### src/rtl/piso_tx_if.sv
// Handshake and serial-line bundle between a word source and the piso_tx framer.
// The master drives the word and load request, and the slave reports status and the serial line.
interface piso_tx_if #(
  parameter int WIDTH = 3
);
  logic [WIDTH-1:0] din;
  logic             load;
  logic             ready;
  logic             busy;
  logic             so;
  logic             done;

  modport master (output din, load, input ready, busy, so, done);
  modport slave  (input din, load, output ready, busy, so, done);
endinterface

### src/rtl/piso_tx.sv
// Parallel-in serial-out framer: start bit, LSB-first data, optional even parity, stop bit.
// The line idles high. Every output comes from a register loaded from next-state values.
module piso_tx #(
  parameter int WIDTH        = 3,
  parameter int CLKS_PER_BIT = 4,
  parameter int PARITY_EN    = 1
) (
  input  logic      clk,
  input  logic      btn_clr,
  piso_tx_if.slave  bus
);

  localparam int CW = (CLKS_PER_BIT > 1) ? $clog2(CLKS_PER_BIT) : 1;
  localparam int BW = (WIDTH > 1) ? $clog2(WIDTH) : 1;
  localparam logic [CW-1:0] CYC_LAST = CW'(CLKS_PER_BIT - 1);
  localparam logic [BW-1:0] BIT_LAST = BW'(WIDTH - 1);

  localparam logic [2:0] ST_IDLE   = 3'd0;
  localparam logic [2:0] ST_START  = 3'd1;
  localparam logic [2:0] ST_DATA   = 3'd2;
  localparam logic [2:0] ST_PARITY = 3'd3;
  localparam logic [2:0] ST_STOP   = 3'd4;

  function automatic logic even_parity(input logic [WIDTH-1:0] d);
    return ^d;
  endfunction

  logic [2:0]       state_r, state_s;
  logic [CW-1:0]    cyc_r, cyc_s;
  logic [BW-1:0]    bit_r, bit_s;
  logic [WIDTH-1:0] shreg_r, shreg_s;
  logic             par_r, par_s;
  logic             so_r, so_s;
  logic             ready_r, busy_r, done_r, done_s;
  logic             bit_end_s;

  assign bit_end_s = (cyc_r == CYC_LAST);

  // Next-state, counter and shift-register update
  always_comb begin
    state_s = state_r;
    cyc_s   = cyc_r;
    bit_s   = bit_r;
    shreg_s = shreg_r;
    par_s   = par_r;
    case (state_r)
      ST_IDLE: begin
        if (bus.load) begin
          state_s = ST_START;
          shreg_s = bus.din;
          par_s   = even_parity(bus.din);
          cyc_s   = '0;
          bit_s   = '0;
        end else begin
          state_s = ST_IDLE;
        end
      end
      ST_START: begin
        if (bit_end_s) begin
          cyc_s   = '0;
          state_s = ST_DATA;
        end else begin
          cyc_s = cyc_r + CW'(1);
        end
      end
      ST_DATA: begin
        if (bit_end_s) begin
          cyc_s   = '0;
          shreg_s = shreg_r >> 1;
          if (bit_r == BIT_LAST) begin
            bit_s   = '0;
            state_s = (PARITY_EN != 0) ? ST_PARITY : ST_STOP;
          end else begin
            bit_s = bit_r + BW'(1);
          end
        end else begin
          cyc_s = cyc_r + CW'(1);
        end
      end
      ST_PARITY: begin
        if (bit_end_s) begin
          cyc_s   = '0;
          state_s = ST_STOP;
        end else begin
          cyc_s = cyc_r + CW'(1);
        end
      end
      ST_STOP: begin
        if (bit_end_s) begin
          cyc_s   = '0;
          state_s = ST_IDLE;
        end else begin
          cyc_s = cyc_r + CW'(1);
        end
      end
      default: begin
        state_s = ST_IDLE;
        cyc_s   = '0;
        bit_s   = '0;
      end
    endcase
  end

  // Line level the registered output will carry once the next state is entered
  always_comb begin
    so_s = 1'b1;
    case (state_s)
      ST_IDLE:   so_s = 1'b1;
      ST_START:  so_s = 1'b0;
      ST_DATA:   so_s = shreg_s[0];
      ST_PARITY: so_s = par_s;
      ST_STOP:   so_s = 1'b1;
      default:   so_s = 1'b1;
    endcase
    done_s = (state_r == ST_STOP) && (state_s == ST_IDLE);
  end

  // State and output registers; reset aborts any frame without a done pulse
  always_ff @(posedge clk or posedge btn_clr) begin
    if (btn_clr) begin
      state_r <= ST_IDLE;
      cyc_r   <= '0;
      bit_r   <= '0;
      shreg_r <= '0;
      par_r   <= 1'b0;
      so_r    <= 1'b1;
      ready_r <= 1'b1;
      busy_r  <= 1'b0;
      done_r  <= 1'b0;
    end else begin
      state_r <= state_s;
      cyc_r   <= cyc_s;
      bit_r   <= bit_s;
      shreg_r <= shreg_s;
      par_r   <= par_s;
      so_r    <= so_s;
      ready_r <= (state_s == ST_IDLE);
      busy_r  <= (state_s != ST_IDLE);
      done_r  <= done_s;
    end
  end

  assign bus.so    = so_r;
  assign bus.ready = ready_r;
  assign bus.busy  = busy_r;
  assign bus.done  = done_r;

endmodule

### src/flat_wrapper.sv
// flat-port wrapper written by rule: the top's interface ports become plain ports
module piso_tx_flat 
#(
  parameter int WIDTH        = 3,
  parameter int CLKS_PER_BIT = 4,
  parameter int PARITY_EN    = 1
)
  (clk, btn_clr, bus_din, bus_load, bus_ready, bus_busy, bus_so, bus_done);
  piso_tx_if #(.WIDTH(WIDTH)) bus_i ();
  input  logic clk;
  input  logic btn_clr;
  input wire logic [$bits(bus_i.din)-1:0] bus_din;
  input wire logic [$bits(bus_i.load)-1:0] bus_load;
  output wire logic [$bits(bus_i.ready)-1:0] bus_ready;
  output wire logic [$bits(bus_i.busy)-1:0] bus_busy;
  output wire logic [$bits(bus_i.so)-1:0] bus_so;
  output wire logic [$bits(bus_i.done)-1:0] bus_done;
  assign bus_i.din = bus_din;
  assign bus_i.load = bus_load;
  assign bus_ready = bus_i.ready;
  assign bus_busy = bus_i.busy;
  assign bus_so = bus_i.so;
  assign bus_done = bus_i.done;
  piso_tx #(.WIDTH(WIDTH), .CLKS_PER_BIT(CLKS_PER_BIT), .PARITY_EN(PARITY_EN)) u_core (.clk(clk), .btn_clr(btn_clr), .bus(bus_i));
endmodule
### config.mk
export PLATFORM = sky130hd
export DESIGN_NAME = piso_tx_flat
export DESIGN_NICKNAME = d
export VERILOG_FILES = /design/src/rtl/piso_tx_if.sv /design/src/rtl/piso_tx.sv /design/src/flat_wrapper.sv
export SDC_FILE = /design/constraint.sdc
export NUM_CORES = 1
export LEC_CHECK = 0
export ABC_AREA = 1
export ABC_CLOCK_PERIOD_IN_PS = 1700
export BUFFER_PORTS_ARGS = -buffer_cell sky130_fd_sc_hd__clkbuf_2
export CAP_MARGIN = 0
export CORE_MARGIN = 2
export CORE_UTILIZATION = 54
export CTS_CLUSTER_SIZE = 20
export DETAILED_ROUTE_END_ITERATION = 10
export PLACE_DENSITY = 0.75
export SLEW_MARGIN = 20
export SYNTH_ARGS = -nofsm -noshare
export SYNTH_HDL_FRONTEND = slang
export SYNTH_SLANG_ARGS = --single-unit
### constraint.sdc
create_clock -name clk -period 1.7 [get_ports clk]
set_input_delay 0.17 -clock clk [delete_from_list [all_inputs] [get_ports clk]]
set_output_delay 0.17 -clock clk [all_outputs]
set_load 0.02 [all_outputs]
# After elaboration in Yosys (flattened, before gate mapping)
# Cells that the tools add are included.
totals:
  regBits: 15
  wordCells: 53
op_classes:
  add_sub_neg: 2
  eq_ne: 11
  muxes: 19
  n_bitwise: 1
  reduce_logical: 10
ops:
  columns: ["cell", "count"]
  rows:
  - ["$mux W3", 7]
  - ["$pmux W3 S5", 1]
  - ["$eq A3 B2 Y1 const B", 4]
  - ["$mux W2", 4]
  - ["$eq A3 B1 Y1 const B", 2]
  - ["$logic_not A3 Y1", 2]
  - ["$pmux W2 S3", 1]
  - ["$pmux W3 S2", 1]
  - ["$reduce_and A3 Y1", 2]
  - ["$add A2 B1 Y2 const B", 2]
  - ["$eq A2 B2 Y1 const B", 2]
  - ["$pmux W2 S2", 1]
  - ["$reduce_or A4 Y1", 1]
  - ["$eq A3 B3 Y1 const B", 1]
  - ["$mux W1", 3]
  - ["$pmux W1 S3", 1]
  - ["$reduce_bool A3 Y1", 1]
  - ["$reduce_or A3 Y1", 1]
  - ["$reduce_xor A3 Y1", 1]
  - ["$ne A2 B1 Y1 const B", 1]
  - ["$ne A2 B2 Y1 const B", 1]
  - ["$reduce_bool A2 Y1", 1]
  - ["$logic_and A1 B1 Y1", 1]
  - ["$not A1 Y1", 1]

# Longest topological paths before layout
# Gate-level depths: netlist of run 1.
logic_depth:
  ltp_word: 6
  depth_mapped: 9
  ltp_nobuf: 9

# Least setup slack after synthesis of run 1
# OpenSTA, ideal clock, no wires.
synth_path:
  kind: "register to register"
  start: "register u_core.cyc_r[0]"
  end: "register u_core.done_r (netlist: u_core.bus.done)"
  arrival_time_ns: 1.151
  required_ns: 1.580
  slack_ns: 0.429
  stages_incl_launch_ff: 10
  n_path_buf: 0
  path_cell_list: "dfrtp_1 > ha_1 > inv_2 > nand3_1 > nand2_2 > nor2_4 > nand2_2 > nor2_4 > inv_2 > nor2_2"
synth_between:
  elab_chain_len: 5
synth_lines:
  columns: ["item", "line_no", "text"]
  rows:
  - ["start: declaration", "piso_tx.sv:29", "logic [CW-1:0] cyc_r, cyc_s;"]
  - ["start signal: assignment", "piso_tx.sv:132", "cyc_r <= cyc_s;"]
  - ["$eq A2 B2 Y1 *", "piso_tx.sv:37", "assign bit_end_s = (cyc_r == CYC_LAST);"]
  - ["$mux W3, on equally long branches", null, null]
  - ["$pmux W3 S5 *", "piso_tx.sv:46", "case (state_r)"]
  - ["$logic_not A3 Y1 *", "piso_tx.sv:115", "done_s = (state_r == ST_STOP) && (state_s == ST_IDLE);"]
  - ["$logic_and A1 B1 Y1 *", "piso_tx.sv:115", null]
  - ["net u_core.done_s", "piso_tx.sv:34", "logic ready_r, busy_r, done_r, done_s;"]
  - ["end signal: assignment", "piso_tx.sv:139", "done_r <= done_s;"]
  - ["end: declaration", "piso_tx.sv:34", null]
# Mark *: on every way through the listed nets, which the timed path passes. The rest lies on a longest branch.
# A chain may end at the register's enable or synchronous reset.

# Worst setup path in the final report of run 1
layout_path:
  start: "register u_core.cyc_r[1]"
  end: "register u_core.done_r (netlist: u_core.bus.done)"
# Same word-level chain as after synthesis.

==> run_results.csv, run 1 <==
group,metric,value,unit
status,result_of_the_run,"complete, no violations",
clock_tree,htree_levels,1,
placed_design,placed_cell_area,876,um2
clock_tree,clock_path_buffers,2,
timing,final.setup.worst_slack,277,ps
routing,viasPerCell,5.34,
routing,highest-signal-layer,"met4",
timing,fmax,703,MHz
timing,timing.slew.headroom,0.632,
cells_and_area,most_common_cell_after_layout_fill_and_taps_aside,"sky130_fd_sc_hd__nand2_1",
routing,finalWirelength,1510,um
power_and_ir_drop,peakVddDrop,822,uV
die,rows,13,
routing,drcViolationCount,0,
routing,avgRoutedWirePerCell,11.4,um
routing,vias,710,
global_route,vias_in_the_first_global_route,665,
global_route,track_usage,0.194,
clock_tree,numClockSinks,15,
global_route,antenna_found_initial,0,
clock_tree,tritoncts.num_buffers,3,
logic_synthesis,synth.net_count,112,
clock_tree,path_clk_slew,90,ps
logic_synthesis,syn_avg_cell_area,7.81,um2
clock_tree,clk_latency,280,ps
setup_path,critPathKind,"reg -> reg",
cells_and_area,fillCellCount,116,
cells_and_area,mostFrequentLayoutCells,"sky130_fd_sc_hd__nand2_1, sky130_fd_sc_hd__inv_1, sky130_fd_sc_hd__dfrtp_1",
cells_and_area,stdcell_area,912,um2
logic_synthesis,yosys.cell_types.count,19,
logic_synthesis,syn-instance-count,104,
cells_and_area,layout-drive-gt1-share,0.220,
timing,min_period,1420,ps
clock_tree,clock_tree_from_tritoncts,"done",
clock_tree,cts_root_buf,"sky130_fd_sc_hd__clkbuf_4",
cells_and_area,layout-area-overhead-vs-synth,12.3,%
placed_design,buffer_ports.inserted,9,
logic_synthesis,ys.warnings.count,0,
logic_synthesis,mappedNetlistArea,812,um2
setup_path,crit_path_dat,1640,ps
hold_path,worstHoldPathType,"in -> reg",
logic_synthesis,synth_sequential_area_ratio,0.465,
die,die_width,42.8,um
cells_and_area,layout_nets,127,
global_route,grt_max_degree,16,
routing,met2_wirelength,702,um
timing,worst_clock_skew,6.74,ps
setup_path,timing.critical_path.fanout_max,6,
logic_synthesis,ys_ff_latch,15,
die,core_outline_area,1350,um2
clock_tree,number_of_gates_given_a_new_drive_strength_after_cts,0,
routing,wl_met1,699,um
routing,wl_met3,88,um
timing,rsz0062_at_grt,"no",
timing,period_share,0.837,
routing,final_antenna_net_count,0,
die,dieArea,1830,um2
routing,detailedRoute.firstPassIterationCount,4,
routing,drtIter0Drc,14,
clock_tree,postCtsSetupBuffers,0,
timing,setup-tns-final,0,ps
setup_path,worstSetupEndpointType,"register",
timing,finalHoldViolCount,0,
placed_design,setup_ws_pre_cts,318,ps
setup_path,worst_setup_path_start_kind,"register",
timing,timing.hold.ws,166,ps
cells_and_area,diodes,0,
placed_design,gp_congestion,0.807,
power_and_ir_drop,total_leakage_power,0.000493,uW
global_route,global_route_wire_length_before_repair,2660,um
power_and_ir_drop,power-per-cell-area,1780,nW/um2
run,drv.max_cap_violation_count,0,
global_route,grt-ovfl-total,0,
die,initial_utilization,0.601,
die,ios,10,
die,chipHeight,42.8,um
setup_path,worstPathRequired,1920,ps
placed_design,place.detailed.hpwl,1180,um
timing,tightest_slew,551,ps
timing,maxSlewViolCount,0,
timing,report.final.setup_viol,0,
per-stage QoR:
stage                     utilization  power (uW)  cells
after floorplan                     -        1250    104
after detailed placement        0.649        1430    128
after global routing            0.676        1790    133
after CTS                       0.676        1640    133
final                           0.676        1630    133
after global placement          0.649        1410    128
registers in the layout, indices dropped and copies added (netlist names):
name / flops
u_core.bus.ready: 1
u_core.bit_r: 2
u_core.shreg_r: 3
u_core.cyc_r: 2
u_core.bus.so: 1
u_core.bus.done: 1
u_core.bus.busy: 1
u_core.par_r: 1
u_core.state_r: 3
routing by layer:
layer	up-vias	global-route usage
met4	0	0.0938
li1	365	-
met3	4	0.0383
met2	27	0.315
met1	314	0.245
met5	-	0
worst max-delay path, cell delays in order, from the launching register on:
cell                      delay [ps]
sky130_fd_sc_hd__dfrtp_1         390
sky130_fd_sc_hd__ha_1            300
sky130_fd_sc_hd__inv_2            80
sky130_fd_sc_hd__nand3_1         130
sky130_fd_sc_hd__nand2_2          80
sky130_fd_sc_hd__nor2_4           90
sky130_fd_sc_hd__nand2_2          70
sky130_fd_sc_hd__nor2_4          100
sky130_fd_sc_hd__inv_2            40
sky130_fd_sc_hd__nor2_2           60
cell families (layout without fill, tap and decap cells):
family	Yosys count	count (layout)	synth area share
flip-flops	15	15	0.465
AO/OA/AOI/OAI	10	10	0.0801
adder cells (fa/ha/maj)	2	2	0.0308
AND/OR/NAND/NOR	58	58	0.336
buffers and inverters	19	33	0.0878
what timing repair did:
| item | CTS | global route |
|---|---|---|
| endpoints found under the hold margin | 13 | 0 |
| setup endpoints to repair | 0 | 0 |
| hold buffers | 1 | 0 |
synthesized netlist by cell type:
master,instances,area (um2)
sky130_fd_sc_hd__o22ai_2,1,12.5
sky130_fd_sc_hd__o21ai_1,3,15.0
sky130_fd_sc_hd__ha_1,2,25.0
sky130_fd_sc_hd__a21oi_2,1,8.76
sky130_fd_sc_hd__nor2_1,12,45.0
sky130_fd_sc_hd__nor2_2,2,12.5
sky130_fd_sc_hd__dfstp_2,2,52.6
sky130_fd_sc_hd__inv_1,16,60.1
sky130_fd_sc_hd__nand3_2,1,10.0
sky130_fd_sc_hd__nand2_2,2,12.5
sky130_fd_sc_hd__o21ai_0,2,10.0
sky130_fd_sc_hd__nand4_1,4,25.0
sky130_fd_sc_hd__o22ai_1,2,12.5
sky130_fd_sc_hd__inv_2,3,11.3
sky130_fd_sc_hd__dfrtp_1,13,325
sky130_fd_sc_hd__nand2_1,24,90.1
sky130_fd_sc_hd__a31oi_1,1,6.26
sky130_fd_sc_hd__nor2_4,2,22.5
sky130_fd_sc_hd__nand3_1,11,55.1
power breakdown:
| part | internal, uW | switching, uW | leakage (uW) |
|---|---|---|---|
| sequential | 522 | 106 | 0.000184 |
| clock | 91.0 | 113 | 0.0000150 |
| combinational | 274 | 521 | 0.000294 |
| total | 886 | 740 | 0.000493 |
worst paths after layout:
check                      slack (ps)  cells past startpoint                         from                            end
max                               280                      9  u_core.cyc_r[1]$_DFFE_PP0P_      u_core.bus.done$_DFF_PP0_
min                               170                      3                   bus_din[1]  u_core.shreg_r[1]$_DFFE_PP0P_
max reg2reg                       280                      9  u_core.cyc_r[1]$_DFFE_PP0P_      u_core.bus.done$_DFF_PP0_
min reg2reg                       490                      2  u_core.shreg_r[0]$_DFF_PP0_    u_core.shreg_r[0]$_DFF_PP0_
max in group asynchronous         860                      3                      btn_clr        u_core.bus.so$_DFF_PP1_
min in group asynchronous         460                      3                      btn_clr    u_core.state_r[2]$_DFF_PP0_
cell type report:
cell class,count,area [um2],share of cell area
clock buffers,4,26.3,0.0288
inverters,19,71.3,0.0782
multi-input cells,70,363,0.398
well taps,15,18.8,0.0206
flip-flops and latches,15,378,0.414
repair buffers,10,55.1,0.0604
Power figures use the tool's default switching activity.
==> run 2, diff against run 1 <==
--- a/config.mk
+++ b/config.mk
@@ -5,15 +5,15 @@
 export SDC_FILE = /design/constraint.sdc
 export NUM_CORES = 1
 export LEC_CHECK = 0
-export ABC_AREA = 1
-export ABC_CLOCK_PERIOD_IN_PS = 1700
+export ABC_AREA = 0
+export ABC_CLOCK_PERIOD_IN_PS = 1300
 export BUFFER_PORTS_ARGS = -buffer_cell sky130_fd_sc_hd__clkbuf_2
 export CAP_MARGIN = 0
 export CORE_MARGIN = 2
-export CORE_UTILIZATION = 54
+export CORE_UTILIZATION = 50
 export CTS_CLUSTER_SIZE = 20
 export DETAILED_ROUTE_END_ITERATION = 10
-export PLACE_DENSITY = 0.75
+export PLACE_DENSITY = 0.73
 export SLEW_MARGIN = 20
 export SYNTH_ARGS = -nofsm -noshare
 export SYNTH_HDL_FRONTEND = slang
==> constraint.sdc (replaced) <==
create_clock -name clk -period 1.3 [get_ports clk]
set_input_delay 0.13 -clock clk [delete_from_list [all_inputs] [get_ports clk]]
set_output_delay 0.13 -clock clk [all_outputs]
set_load 0.02 [all_outputs]
==> run_results.csv, run 2 <==
group,metric,value,unit
timing,period_share,1.18,
timing,worst_clock_skew,3.20,ps
die,dieArea,2060,um2
global_route,global_route_wire_length_before_repair,3580,um
timing,maxSlewViolCount,0,
cells_and_area,mostFrequentLayoutCells,"sky130_fd_sc_hd__buf_4, sky130_fd_sc_hd__dfrtp_1, sky130_fd_sc_hd__clkbuf_2",
timing,rsz0062_at_grt,"yes",
die,initial_utilization,0.549,
logic_synthesis,number_of_flops_mapped_to_enable_cells_by_yosys,0,
cells_and_area,layout-drive-gt1-share,0.643,
placed_design,place.detailed.hpwl,1430,um
cells_and_area,fillCellCount,88,
routing,drcViolationCount,0,
timing,tightest_slew,592,ps
logic_synthesis,yosys.cell_types.count,38,
logic_synthesis,ys_ff_latch,15,
cells_and_area,layout_top_registers,"u_core.shreg_r (3), u_core.state_r (3)",
setup_path,worstPathRequired,1500,ps
global_route,vias_in_the_first_global_route,794,
die,chipHeight,45.4,um
setup_path,worst_setup_path_start_kind,"register",
timing,fmax,653,MHz
power_and_ir_drop,power.share.combinational,0.656,
clock_tree,tritoncts.num_buffers,3,
logic_synthesis,synth.net_count,84,
logic_synthesis,share_of_synthesized_flip_flops_with_an_asynchronous_set_or_reset,1.00,
logic_synthesis,synthTopCellsByCount,"sky130_fd_sc_hd__dfrtp_1, sky130_fd_sc_hd__o21ai_0, sky130_fd_sc_hd__a21oi_1, sky130_fd_sc_hd__nand2_1, sky130_fd_sc_hd__nand3_1",
run,drv.max_cap_violation_count,0,
cells_and_area,most_common_cell_after_layout_fill_and_taps_aside,"sky130_fd_sc_hd__buf_4",
global_route,track_usage,0.254,
global_route,antenna_found_initial,0,
routing,viasPerCell,6.10,
routing,detailedRoute.firstPassIterationCount,4,
logic_synthesis,syn_avg_cell_area,11.3,um2
setup_path,worstSetupEndpointType,"register",
setup_path,timing.critical_path.fanout_max,5,
die,ios,10,
placed_design,buffer_ports.inserted,9,
timing,finalHoldViolCount,0,
placed_design,gp_congestion,0.784,
logic_synthesis,ys.warnings.count,0,
status,result_of_the_run,"complete, but fails checks",
timing,timing.hold.ws,131,ps
clock_tree,numClockSinks,15,
timing,min_period,1530,ps
hold_path,worstHoldPathType,"in -> reg",
cells_and_area,final_util,0.815,
clock_tree,clock_tree_from_tritoncts,"done",
routing,drtIter0Drc,39,
logic_synthesis,synth_flop_cell,"sky130_fd_sc_hd__dfrtp_1",
power_and_ir_drop,sequentialPowerShare,0.257,
status,violated_checks,"setup timing",
power_and_ir_drop,clockPowerShare,0.087,
die,die_width,45.4,um
logic_synthesis,synth_most_common_cell,"sky130_fd_sc_hd__dfrtp_1",
logic_synthesis,synth_sequential_area_ratio,0.442,
power_and_ir_drop,total_leakage_power,0.000565,uW
clock_tree,cts_root_buf,"sky130_fd_sc_hd__clkbuf_4",
power_and_ir_drop,power-per-cell-area,2610,nW/um2
logic_synthesis,mappedNetlistArea,856,um2
power_and_ir_drop,internal_power,1960,uW
die,core_outline_area,1560,um2
clock_tree,clk_latency,300,ps
clock_tree,path_clk_slew,100,ps
power_and_ir_drop,switching_share,0.410,
cells_and_area,layout_nets,124,
timing,final.setup.worst_slack,-230,ps
logic_synthesis,synth_largest_area_cell,"sky130_fd_sc_hd__dfrtp_1",
logic_synthesis,post-synth-top-area-fraction,0.380,
clock_tree,htree_levels,1,
timing,report.final.setup_viol,8,
cells_and_area,diodes,0,
routing,vias,799,
logic_synthesis,synth_area_leaders,"sky130_fd_sc_hd__dfrtp_1, sky130_fd_sc_hd__dfstp_2, sky130_fd_sc_hd__a2bb2oi_4, sky130_fd_sc_hd__ha_1, sky130_fd_sc_hd__o21ai_0",
clock_tree,clock_path_buffers,2,
setup_path,critPathKind,"reg -> reg",
routing,avgRoutedWirePerCell,18.6,um
power_and_ir_drop,peakVddDrop,1540,uV
logic_synthesis,syn-instance-count,76,
global_route,grt-ovfl-total,0,
routing,finalWirelength,2440,um
die,rows,14,
cells_and_area,layout-area-overhead-vs-synth,48.4,%
timing,timing.slew.headroom,0.605,
setup_path,crit_path_dat,1740,ps
global_route,grt_max_degree,16,
power_and_ir_drop,p_switching,1360,uW
routing,final_antenna_net_count,0,
-- run 2: stage by stage --
stage	worst slack [ps]	std cells	power [uW]	TNS [ps]	area, um2
after CTS	-188	126	2900	-840	1170
after detailed placement	-192	120	2440	-899	1070
after global routing	-263	131	3470	-1550	1270
final	-230	131	3320	-1210	1270
after global placement	-140	120	2380	-654	1070
after floorplan	-159	76	1850	-337	868
-- run 2: area by class of cell --
cell class,count,area [um2],area share
clock buffer,3,22.5,0.0177
clock inverter,1,5.00,0.00394
inverter,2,7.51,0.00591
multi-input combinational,56,551,0.433
sequential,15,380,0.300
tap,16,20.0,0.0158
timing repair buffer,38,284,0.224
-- run 2: metal layers --
layer  vias to the layer above  global-route usage  wire length (um)
li1                        358                   -                 -
met1                       382               0.307               923
met2                        44               0.420              1210
met3                        15              0.0317               152
met4                         0               0.171               150
met5                         -                   0                 0
-- run 2: logic make-up after synthesis --
| group | Yosys count | share of synthesized area |
|---|---|---|
| flip-flops | 15 | 0.442 |
| AO/OA/AOI/OAI | 22 | 0.231 |
| adder cells (fa/ha/maj) | 2 | 0.0292 |
| multiplexers | 2 | 0.0263 |
| XOR/XNOR | 3 | 0.0307 |
| buffers and inverters | 5 | 0.0395 |
| AND/OR/NAND/NOR | 27 | 0.202 |
-- run 2: path summary, 6_finish.rpt --
check                                            start                           to  slack [ps]  cells past startpoint
max in group asynchronous                      btn_clr  u_core.state_r[1]$_DFF_PP0_         460                      3
min in group asynchronous                      btn_clr    u_core.bus.busy$_DFF_PP0_         420                      3
setup reg to reg           u_core.state_r[1]$_DFF_PP0_  u_core.cyc_r[1]$_DFFE_PP0P_        -230                      6
hold reg to reg                 u_core.par_r$_DFF_PP0_       u_core.par_r$_DFF_PP0_         510                      2
hold / removal                              bus_din[1]       u_core.par_r$_DFF_PP0_         130                      3
setup / recovery           u_core.state_r[1]$_DFF_PP0_  u_core.cyc_r[1]$_DFFE_PP0P_        -230                      6
-- run 2: power by group through the flow --
stage | Sequential [uW] | Combinational [uW] | Clock (uW)
finish | 854 | 2180 | 288
global route | 873 | 2300 | 296
CTS | 844 | 1760 | 291
detailed placement | 843 | 1600 | 0
global placement | 829 | 1550 | 0
floorplan | 854 | 1000 | 0
-- run 2: critical path: stages, from the launching register on --
cell                      delay [ps]
sky130_fd_sc_hd__dfrtp_2         460
sky130_fd_sc_hd__buf_6           130
sky130_fd_sc_hd__or2_4           250
sky130_fd_sc_hd__buf_6           130
sky130_fd_sc_hd__nor3b_2         170
sky130_fd_sc_hd__a21oi_1          80
sky130_fd_sc_hd__a21oi_1         210
-- run 2: repair_timing --
action,4_1_cts,5_1_grt
hold endpoints to repair,13,0
pin swaps,6,9
gates resized for setup,15,14
setup buffers,1,5
setup endpoints to repair,11,13
hold buffers,1,0
